==> src/rtl/framebuffer_writer.sv <==
// framebuffer_writer
//   Consumer end of the rasterizer pixel stream. Pixels are clipped against
//   the framebuffer bounds, converted to linear addresses and written through
//   a single BRAM write port. A clear engine sweeps every address with a
//   latched fill colour under a start/busy/done handshake.
//
// Ports
//   clk_in, rst_in          clock, asynchronous active-low reset
//   x_in, y_in              signed integer pixel coordinates
//   drawing_in, color_in    pixel valid qualifier and colour (no backpressure)
//   start_clear             clear request pulse (ignored while a clear runs)
//   clear_color             fill colour, captured when a clear is accepted
//   addr_out, data_out      BRAM write address / data
//   we_out                  BRAM write enable
//   busy, done              clear in progress / one-cycle clear completion
//   clip_count, drop_count  saturating off-screen / clear-collision counts
module framebuffer_writer #(
  parameter int COORD_WIDTH = 32,
  parameter int FB_WIDTH    = 320,
  parameter int FB_HEIGHT   = 180,
  parameter int COLOR_WIDTH = 16,
  parameter int ADDR_WIDTH  = $clog2(FB_WIDTH * FB_HEIGHT)
) (
  input  logic                          clk_in,
  input  logic                          rst_in,
  input  logic signed [COORD_WIDTH-1:0] x_in,
  input  logic signed [COORD_WIDTH-1:0] y_in,
  input  logic                          drawing_in,
  input  logic [COLOR_WIDTH-1:0]        color_in,
  input  logic                          start_clear,
  input  logic [COLOR_WIDTH-1:0]        clear_color,
  output logic [ADDR_WIDTH-1:0]         addr_out,
  output logic [COLOR_WIDTH-1:0]        data_out,
  output logic                          we_out,
  output logic                          busy,
  output logic                          done,
  output logic [15:0]                   clip_count,
  output logic [15:0]                   drop_count
);

  localparam int                            FB_SIZE   = FB_WIDTH * FB_HEIGHT;
  localparam logic [ADDR_WIDTH-1:0]         LAST_ADDR = ADDR_WIDTH'(FB_SIZE - 1);
  localparam logic [ADDR_WIDTH-1:0]         ROW_PITCH = ADDR_WIDTH'(FB_WIDTH);
  localparam logic signed [COORD_WIDTH-1:0] X_LIMIT   = COORD_WIDTH'(FB_WIDTH);
  localparam logic signed [COORD_WIDTH-1:0] Y_LIMIT   = COORD_WIDTH'(FB_HEIGHT);

  typedef enum logic [1:0] {ST_IDLE, ST_DRAIN, ST_SWEEP, ST_DONE} state_t;

  // Non-negative is tested on the sign bit so the compare never degrades to unsigned.
  function automatic logic in_bounds(input logic signed [COORD_WIDTH-1:0] x,
                                     input logic signed [COORD_WIDTH-1:0] y);
    return !x[COORD_WIDTH-1] && (x < X_LIMIT) && !y[COORD_WIDTH-1] && (y < Y_LIMIT);
  endfunction

  function automatic logic [15:0] sat_inc(input logic [15:0] c);
    return (c == 16'hFFFF) ? c : c + 16'd1;
  endfunction

  state_t                  state_q, state_d;
  logic                    drain_q, drain_d;
  logic                    busy_q, busy_d;
  logic                    done_q, done_d;
  logic [COLOR_WIDTH-1:0]  fill_q, fill_d;
  logic [15:0]             clip_q, clip_d;
  logic [15:0]             drop_q, drop_d;
  logic                    vld_p1_q, vld_p1_d;
  logic [ADDR_WIDTH-1:0]   x_p1_q, x_p1_d;
  logic [ADDR_WIDTH-1:0]   y_p1_q, y_p1_d;
  logic [COLOR_WIDTH-1:0]  color_p1_q, color_p1_d;
  logic                    vld_p2_q, vld_p2_d;
  logic [ADDR_WIDTH-1:0]   addr_p2_q, addr_p2_d;
  logic [COLOR_WIDTH-1:0]  data_p2_q, data_p2_d;
  logic                    pix_in_bounds;
  logic                    is_idle;

  always_comb begin
    pix_in_bounds = in_bounds(x_in, y_in);
    is_idle       = (state_q == ST_IDLE);
    state_d       = state_q;
    drain_d       = drain_q;
    busy_d        = busy_q;
    done_d        = 1'b0;
    fill_d        = fill_q;
    clip_d        = clip_q;
    drop_d        = drop_q;

    // Stage 1: capture and clip; the pipeline only admits pixels in IDLE
    // and a pixel colliding with an accepted start_clear loses.
    vld_p1_d   = is_idle && !start_clear && drawing_in && pix_in_bounds;
    x_p1_d     = x_in[ADDR_WIDTH-1:0];
    y_p1_d     = y_in[ADDR_WIDTH-1:0];
    color_p1_d = color_in;
    if (drawing_in) begin
      if (!is_idle || start_clear) begin
        drop_d = sat_inc(drop_q);
      end else if (!pix_in_bounds) begin
        clip_d = sat_inc(clip_q);
      end
    end

    // Stage 2: linear address; the sweep overrides this path once drained.
    vld_p2_d  = vld_p1_q;
    addr_p2_d = addr_p2_q;
    data_p2_d = data_p2_q;
    if (vld_p1_q) begin
      addr_p2_d = y_p1_q * ROW_PITCH + x_p1_q;
      data_p2_d = color_p1_q;
    end

    case (state_q)
      ST_IDLE: begin
        if (start_clear) begin
          state_d = ST_DRAIN;
          drain_d = 1'b0;
          busy_d  = 1'b1;
          fill_d  = clear_color;
        end
      end
      ST_DRAIN: begin
        // Two cycles flush whatever was already in stages 1 and 2.
        if (drain_q) begin
          state_d   = ST_SWEEP;
          vld_p2_d  = 1'b1;
          addr_p2_d = '0;
          data_p2_d = fill_q;
        end else begin
          drain_d = 1'b1;
        end
      end
      ST_SWEEP: begin
        if (addr_p2_q == LAST_ADDR) begin
          state_d   = ST_DONE;
          vld_p2_d  = 1'b0;
          addr_p2_d = '0;
          busy_d    = 1'b0;
          done_d    = 1'b1;
        end else begin
          vld_p2_d  = 1'b1;
          addr_p2_d = addr_p2_q + ADDR_WIDTH'(1);
          data_p2_d = fill_q;
        end
      end
      default: begin
        state_d = ST_IDLE;
      end
    endcase
  end

  always_ff @(posedge clk_in or negedge rst_in) begin
    if (!rst_in) begin
      state_q   <= ST_IDLE;
      drain_q   <= 1'b0;
      busy_q    <= 1'b0;
      done_q    <= 1'b0;
      clip_q    <= '0;
      drop_q    <= '0;
      vld_p1_q  <= 1'b0;
      vld_p2_q  <= 1'b0;
      addr_p2_q <= '0;
      data_p2_q <= '0;
    end else begin
      state_q   <= state_d;
      drain_q   <= drain_d;
      busy_q    <= busy_d;
      done_q    <= done_d;
      clip_q    <= clip_d;
      drop_q    <= drop_d;
      vld_p1_q  <= vld_p1_d;
      vld_p2_q  <= vld_p2_d;
      addr_p2_q <= addr_p2_d;
      data_p2_q <= data_p2_d;
    end
  end

  // Stage-1 payload and fill colour are qualified by valid/state, so no reset.
  always_ff @(posedge clk_in) begin
    x_p1_q     <= x_p1_d;
    y_p1_q     <= y_p1_d;
    color_p1_q <= color_p1_d;
    fill_q     <= fill_d;
  end

  assign addr_out   = addr_p2_q;
  assign data_out   = data_p2_q;
  assign we_out     = vld_p2_q;
  assign busy       = busy_q;
  assign done       = done_q;
  assign clip_count = clip_q;
  assign drop_count = drop_q;

endmodule

==> config.mk <==
export PLATFORM = sky130hd
export DESIGN_NAME = framebuffer_writer
export DESIGN_NICKNAME = d
export VERILOG_FILES = /design/src/rtl/framebuffer_writer.sv
export SDC_FILE = /design/constraint.sdc
export NUM_CORES = 1
export LEC_CHECK = 0
export BUFFER_PORTS_ARGS = -buffer_cell sky130_fd_sc_hd__buf_2
export CELL_PAD_IN_SITES_DETAIL_PLACEMENT = 0
export CELL_PAD_IN_SITES_GLOBAL_PLACEMENT = 1
export CORE_MARGIN = 10
export CORE_UTILIZATION = 40
export CTS_CLUSTER_SIZE = 12
export DETAILED_ROUTE_END_ITERATION = 7
export GPL_ROUTABILITY_DRIVEN = 0
export PLACE_DENSITY_LB_ADDON = 0.1
export RECOVER_POWER = 25
export SKIP_CTS_REPAIR_TIMING = 1
export SYNTH_ARGS = -nofsm -noshare
export SYNTH_HDL_FRONTEND = slang
export SYNTH_SLANG_ARGS = --single-unit
==> constraint.sdc <==
create_clock -name clk_in -period 3.94 [get_ports clk_in]
set_input_delay 0.788 -clock clk_in [delete_from_list [all_inputs] [get_ports clk_in]]
set_output_delay 0.788 -clock clk_in [all_outputs]
set_load 0.02 [all_outputs]
# After elaboration in Yosys (flattened, before gate mapping)
# Index checks and enable logic that the tools add are counted.
# Widths: inputs -> output; s select.
[word_totals]
ff_bits = 135
input_bits = 100
elab_cells = 75
out_inout_bits = 67
memories = 0
latchBits = 0
ramBits = 0
rom_bits = 0
[op_classes]
magnitude_cmp = 2
mul = 1
add_sub_neg = 4
eq_ne = 8
n_reduce_logical = 20
muxes = 22
bitwise = 4
div = 0
shifts = 0
[op_table]
columns = ["operator", "n"]
rows = [
  ["$mux 16", 6],
  ["$pmux 16 s2", 2],
  ["$add 16x1->16 const B", 3],
  ["$eq 16x16->1 const B", 3],
  ["$lt 32x10->1 const B", 1],
  ["$lt 32x9->1 const B", 1],
  ["$add 16x16->16", 1],
  ["$mul 16x3->10 const B", 1],
  ["$reduce_and 3->1", 3],
  ["$mux 1", 7],
  ["$logic_and 1x1->1", 6],
  ["$mux 2", 3],
  ["$ne 2x2->1 const B", 3],
  ["$pmux 1 s2", 3],
  ["$pmux 2 s3", 1],
  ["$logic_not 1->1", 4],
  ["$not 1->1", 4],
  ["$reduce_and 2->1", 2],
  ["$reduce_and 4->1", 1],
  ["$reduce_bool 2->1", 2],
  ["$eq 2x1->1 const B", 1],
  ["$eq 2x2->1 const B", 1],
  ["$logic_not 2->1", 1],
  ["$logic_or 1x1->1", 1],
]

# Longest topological paths before layout
[logic_depth]
depth_word = 6
depth_mapped = 13
mapped_depth_nobuf = 13

# Worst setup path before layout
# OpenSTA, ideal clock, no wires.
[synth_path]
path_kind = "register -> register"
start = "reg y_p1_q[1]"
end = "reg addr_p2_q[15] (netlist: addr_out[15])"
required_time_ns = 3.802
setup_slack_ns = 1.203
setup_time_ns = 0.138
stages_incl_launch_ff = 13
synth_period_minus_slack_ns = 2.737
n_path_buf = 0
t_arrival_ns = 2.599
cell_sequence = "dfxtp_1 ha_1 ha_1 inv_1 fa_1 inv_1 ha_1 nand3_1 o211ai_1 o41ai_1 o21ai_0 xnor2_1 o221ai_1"
[synth_between]
elab_chain_cells = 5
[synth_lines]
columns = ["element", "line_no", "text"]
rows = [
  ["start: declaration", "68", "logic [ADDR_WIDTH-1:0] y_p1_q, y_p1_d;"],
  ["start signal: assignment", "178", "y_p1_q <= y_p1_d;"],
  ["$mul 16x3->10 (*)", "106", "addr_p2_d = y_p1_q * ROW_PITCH + x_p1_q;"],
  ["$add 16x16->16 (*)", "106", ""],
  ["$mux 16 (*)", "105", "if (vld_p1_q) begin"],
  ["$mux 16", "121", "if (drain_q) begin"],
  ["$pmux 16 s2 (*)", "110", "case (state_q)"],
  ["net addr_p2_d[15]", "71", "logic [ADDR_WIDTH-1:0] addr_p2_q, addr_p2_d;"],
  ["end signal: assignment", "170", "addr_p2_q <= addr_p2_d;"],
  ["end: declaration", "71", ""],
]
# The timed path passes the listed nets; every way through them passes the cells marked *.
# A chain may end at the register's enable or synchronous reset.

# Final worst setup path
# Ends and elaborated chain as after synthesis.

==> results.txt <==
At the end of the flow, the number of nets in the layout was 796. The achievable clock frequency came out at 0.341 GHz. The data required time at the worst endpoint came out at 4.23 ns.

The signal arrival time at the worst endpoint came out at 3.22 ns. The chip width came out at 139 µm. The summed instance area of the synthesized netlist is 0.00570 mm². For the worst-skew pair, the clock arrives at the later sink with an insertion delay of 0.42 ns. The worst pin sits at a relative slew slack of -25.1%. The worst path in the final design needs a cycle of 2.93 ns, including I/O delays and setup. The number of DRC violations after detailed-routing iteration 0 is 175. The most common cell after layout, fill and taps aside is sky130_fd_sc_hd__buf_2. In this run the worst hold path is classified as reg2reg. The worst slack at placement came out at 0.998 ns. On the final layout, the worst hold slack is 0.454 ns. The transition time at the pin with the least slew margin is 1.88 ns.

The endpoint type of the worst setup path is a flip-flop. The pin count of the biggest net entering global routing is 72. The count of flip-flops with a built-in enable after synthesis came out at 16. The worst-case IR drop observed on VDD is 307 µV. The flow ran to the end, but the final reports show violations. The critical path in this run is classified as reg2reg. The clock slew seen by the registers of the worst setup and hold paths is 0.06 ns. The area of the core is 0.0139 mm². The slack of the critical path is 1.01 ns. The last element of the critical path is addr_out[15]. After synthesis the netlist holds a flip-flop and latch count of 129. The HPWL after detailed placement is 10700 µm.

The maximum fanout along the worst path came out at 5. The number of search-and-repair iterations in the first detailed-routing pass is 4. The synthesized netlist net count is 618.

The CTS H-tree depth is 4. In the routed design, unresolved DRC markers number 0. The first-pass GRT wire length is 23900 µm.

The library cells used most frequently in the layout, excluding fill and tap cells, are sky130_fd_sc_hd__buf_2, sky130_fd_sc_hd__dfrtp_1, sky130_fd_sc_hd__nand2_1, sky130_fd_sc_hd__dfxtp_1, sky130_fd_sc_hd__xnor2_1. The post-synthesis async set-or-reset flop share is 55.0%. The number of different library cells used by synthesis comes to 58. The via count of the routed design came out at 4348. The number of global-route vias before repair is 4693. After layout, the design draws a total of 3.40 mW. 0 antenna diodes ended up in the layout.

The number of cells on the worst reg-to-reg path is 12. The number of hold violations in the final report came out at 0. The longest clock path from root to sink contains 2 buffers.

The checks that failed: max-capacitance violations, max-slew violations. The die footprint is 0.0194 mm². The tree built by TritonCTS fans out to 129 sinks. The initial antenna violation count was 0.

The number of input and output port buffers inserted came out at 166. The critical path starts at y_p1_q[1]. The I/O pin count is 167. Row generation in the floorplan step produced 43 rows.

The max capacitance violation total is 1. Clock tree synthesis selected as its root buffer the cell sky130_fd_sc_hd__clkbuf_16. The effective utilization at floorplan came out at 40.9%. The power per unit of standard cell area is 468 mW/mm². The clock skew is 0.00853 ns. The number of cells produced by synthesis is 488.

In the final layout, the share of cells above drive strength 1 is 31.4%. Each instance of the synthesized netlist takes up on average 11.7 µm². The count of yosys warnings during synthesis is 0. The all-layer global routing usage is 15.0%. The proportion of synthesized chip area in sequential cells is 54.4%. The count of endpoints failing setup in the final report is 0. The element type at the critical path start is a flip-flop. The static power due to leakage came out at 3.29 nW.

The per-cell via count in the routed design is 5.06. The total clock buffers created by CTS is 17. The startpoint identified for the worst register-to-register timing path is y_p1_q[1]. The number of max-slew violations in the final report was 72.

Setup repair after global routing left no endpoint under its margin. The most used flip-flop cell after synthesis is sky130_fd_sc_hd__dfrtp_1. The worst register-to-register path ends at addr_out[15].

The detailed-route wire length came out at 14400 µm. After detailed routing, the average wire length per cell comes to 16.8 µm. The final period utilization is 74.4%. The remaining antenna violation count came out at 0. The vertical die dimension is 139 µm.

The total congestion overflow after global routing is 0. The final total negative setup slack came out at 0 ns. The flop-to-flop setup slack is 1.01 ns. TritonCTS built the clock tree.

The area added between synthesis and finish is 27.6%.
## report_power, final
group          internal, mW  switching, mW
clock                 0.887          0.646
sequential             1.40         0.0601
combinational         0.187          0.225
total                  2.47          0.931
## metrics by stage
step	area (µm²)	instances	utilization, %
after global routing	7270	859	52.2
after global placement	6710	827	48.2
after detailed placement	6710	827	48.2
after floorplan	5700	488	-
after CTS	7280	859	52.3
final	7270	859	52.2
## critical path, stage by stage, from the launching register on
cell and delay [ns]:
sky130_fd_sc_hd__dfxtp_1 0.34, sky130_fd_sc_hd__ha_1 0.29, sky130_fd_sc_hd__ha_1 0.16, sky130_fd_sc_hd__inv_1 0.05, sky130_fd_sc_hd__fa_1 0.47, sky130_fd_sc_hd__inv_1 0.04
sky130_fd_sc_hd__ha_1 0.33, sky130_fd_sc_hd__nand3_1 0.09, sky130_fd_sc_hd__o211ai_1 0.11, sky130_fd_sc_hd__o41ai_1 0.41, sky130_fd_sc_hd__o21ai_0 0.20, sky130_fd_sc_hd__xnor2_1 0.18
sky130_fd_sc_hd__o221ai_1 0.12
## cell usage after synthesis, types with 14 or more instances
cell type	n	area (µm²)
sky130_fd_sc_hd__mux2i_1	18	180
sky130_fd_sc_hd__nor2_1	26	97.6
sky130_fd_sc_hd__dfxtp_1	42	841
sky130_fd_sc_hd__xnor2_1	38	333
sky130_fd_sc_hd__nand3_1	16	80.1
sky130_fd_sc_hd__edfxtp_1	16	480
sky130_fd_sc_hd__nand2_1	45	169
sky130_fd_sc_hd__ha_1	28	350
sky130_fd_sc_hd__a21oi_1	14	70.1
sky130_fd_sc_hd__dfrtp_1	71	1780
## layer usage
metal | wire length (µm) | track usage [%] | share of wire [%]
met5 | 0 | 0 | 0
met1 | 6050 | 16.7 | 42
met2 | 7310 | 25.6 | 51
met3 | 899 | 6.02 | 6.2
met4 | 195 | 4.89 | 1.3
## logic make-up after synthesis
kind of cell / count (synthesis) / synth area share (%)
multiplexers: 21 / 3.76
AO/OA/AOI/OAI: 85 / 11.8
flip-flops: 129 / 54.4
buffers and inverters: 21 / 1.80
AND/OR/NAND/NOR: 154 / 14.0
adder cells (fa/ha/maj): 30 / 6.85
XOR/XNOR: 48 / 7.38
## area by class of cell
cell class,instances,area [µm²]
Clock buffer,17,425
Sequential cell,129,3100
Timing Repair Buffer,168,835
Tap cell,180,225
Clock inverter,15,146
Inverter,12,45.0
Fill cell,1237,6660
Multi-Input combinational cell,338,2500
## sequential cells by signal, indices dropped and copies added (netlist names)
| name | count |
|---|---|
| addr_out | 16 |
| busy | 1 |
| clip_count | 16 |
| color_p1_q | 16 |
| data_out | 16 |
| done | 1 |
| drain_q | 1 |
| drop_count | 16 |
| fill_q | 16 |
| state_q | 2 |
| vld_p1_q | 1 |
| we_out | 1 |
| x_p1_q | 16 |
| y_p1_q | 10 |
## how the worst min path moves through the flow
stage,from,end,depth (start not counted)
after floorplan,x_p1_q[5],addr_out[5],2
after CTS,color_in[1],color_p1_q[1],1
after detailed placement,fill_q[3],data_out[3],1
after global placement,fill_q[5],data_out[5],1
after global routing,color_in[12],color_p1_q[12],1
final,x_p1_q[5],addr_out[5],2
No activity file was read; power rests on OpenSTA's default activity.
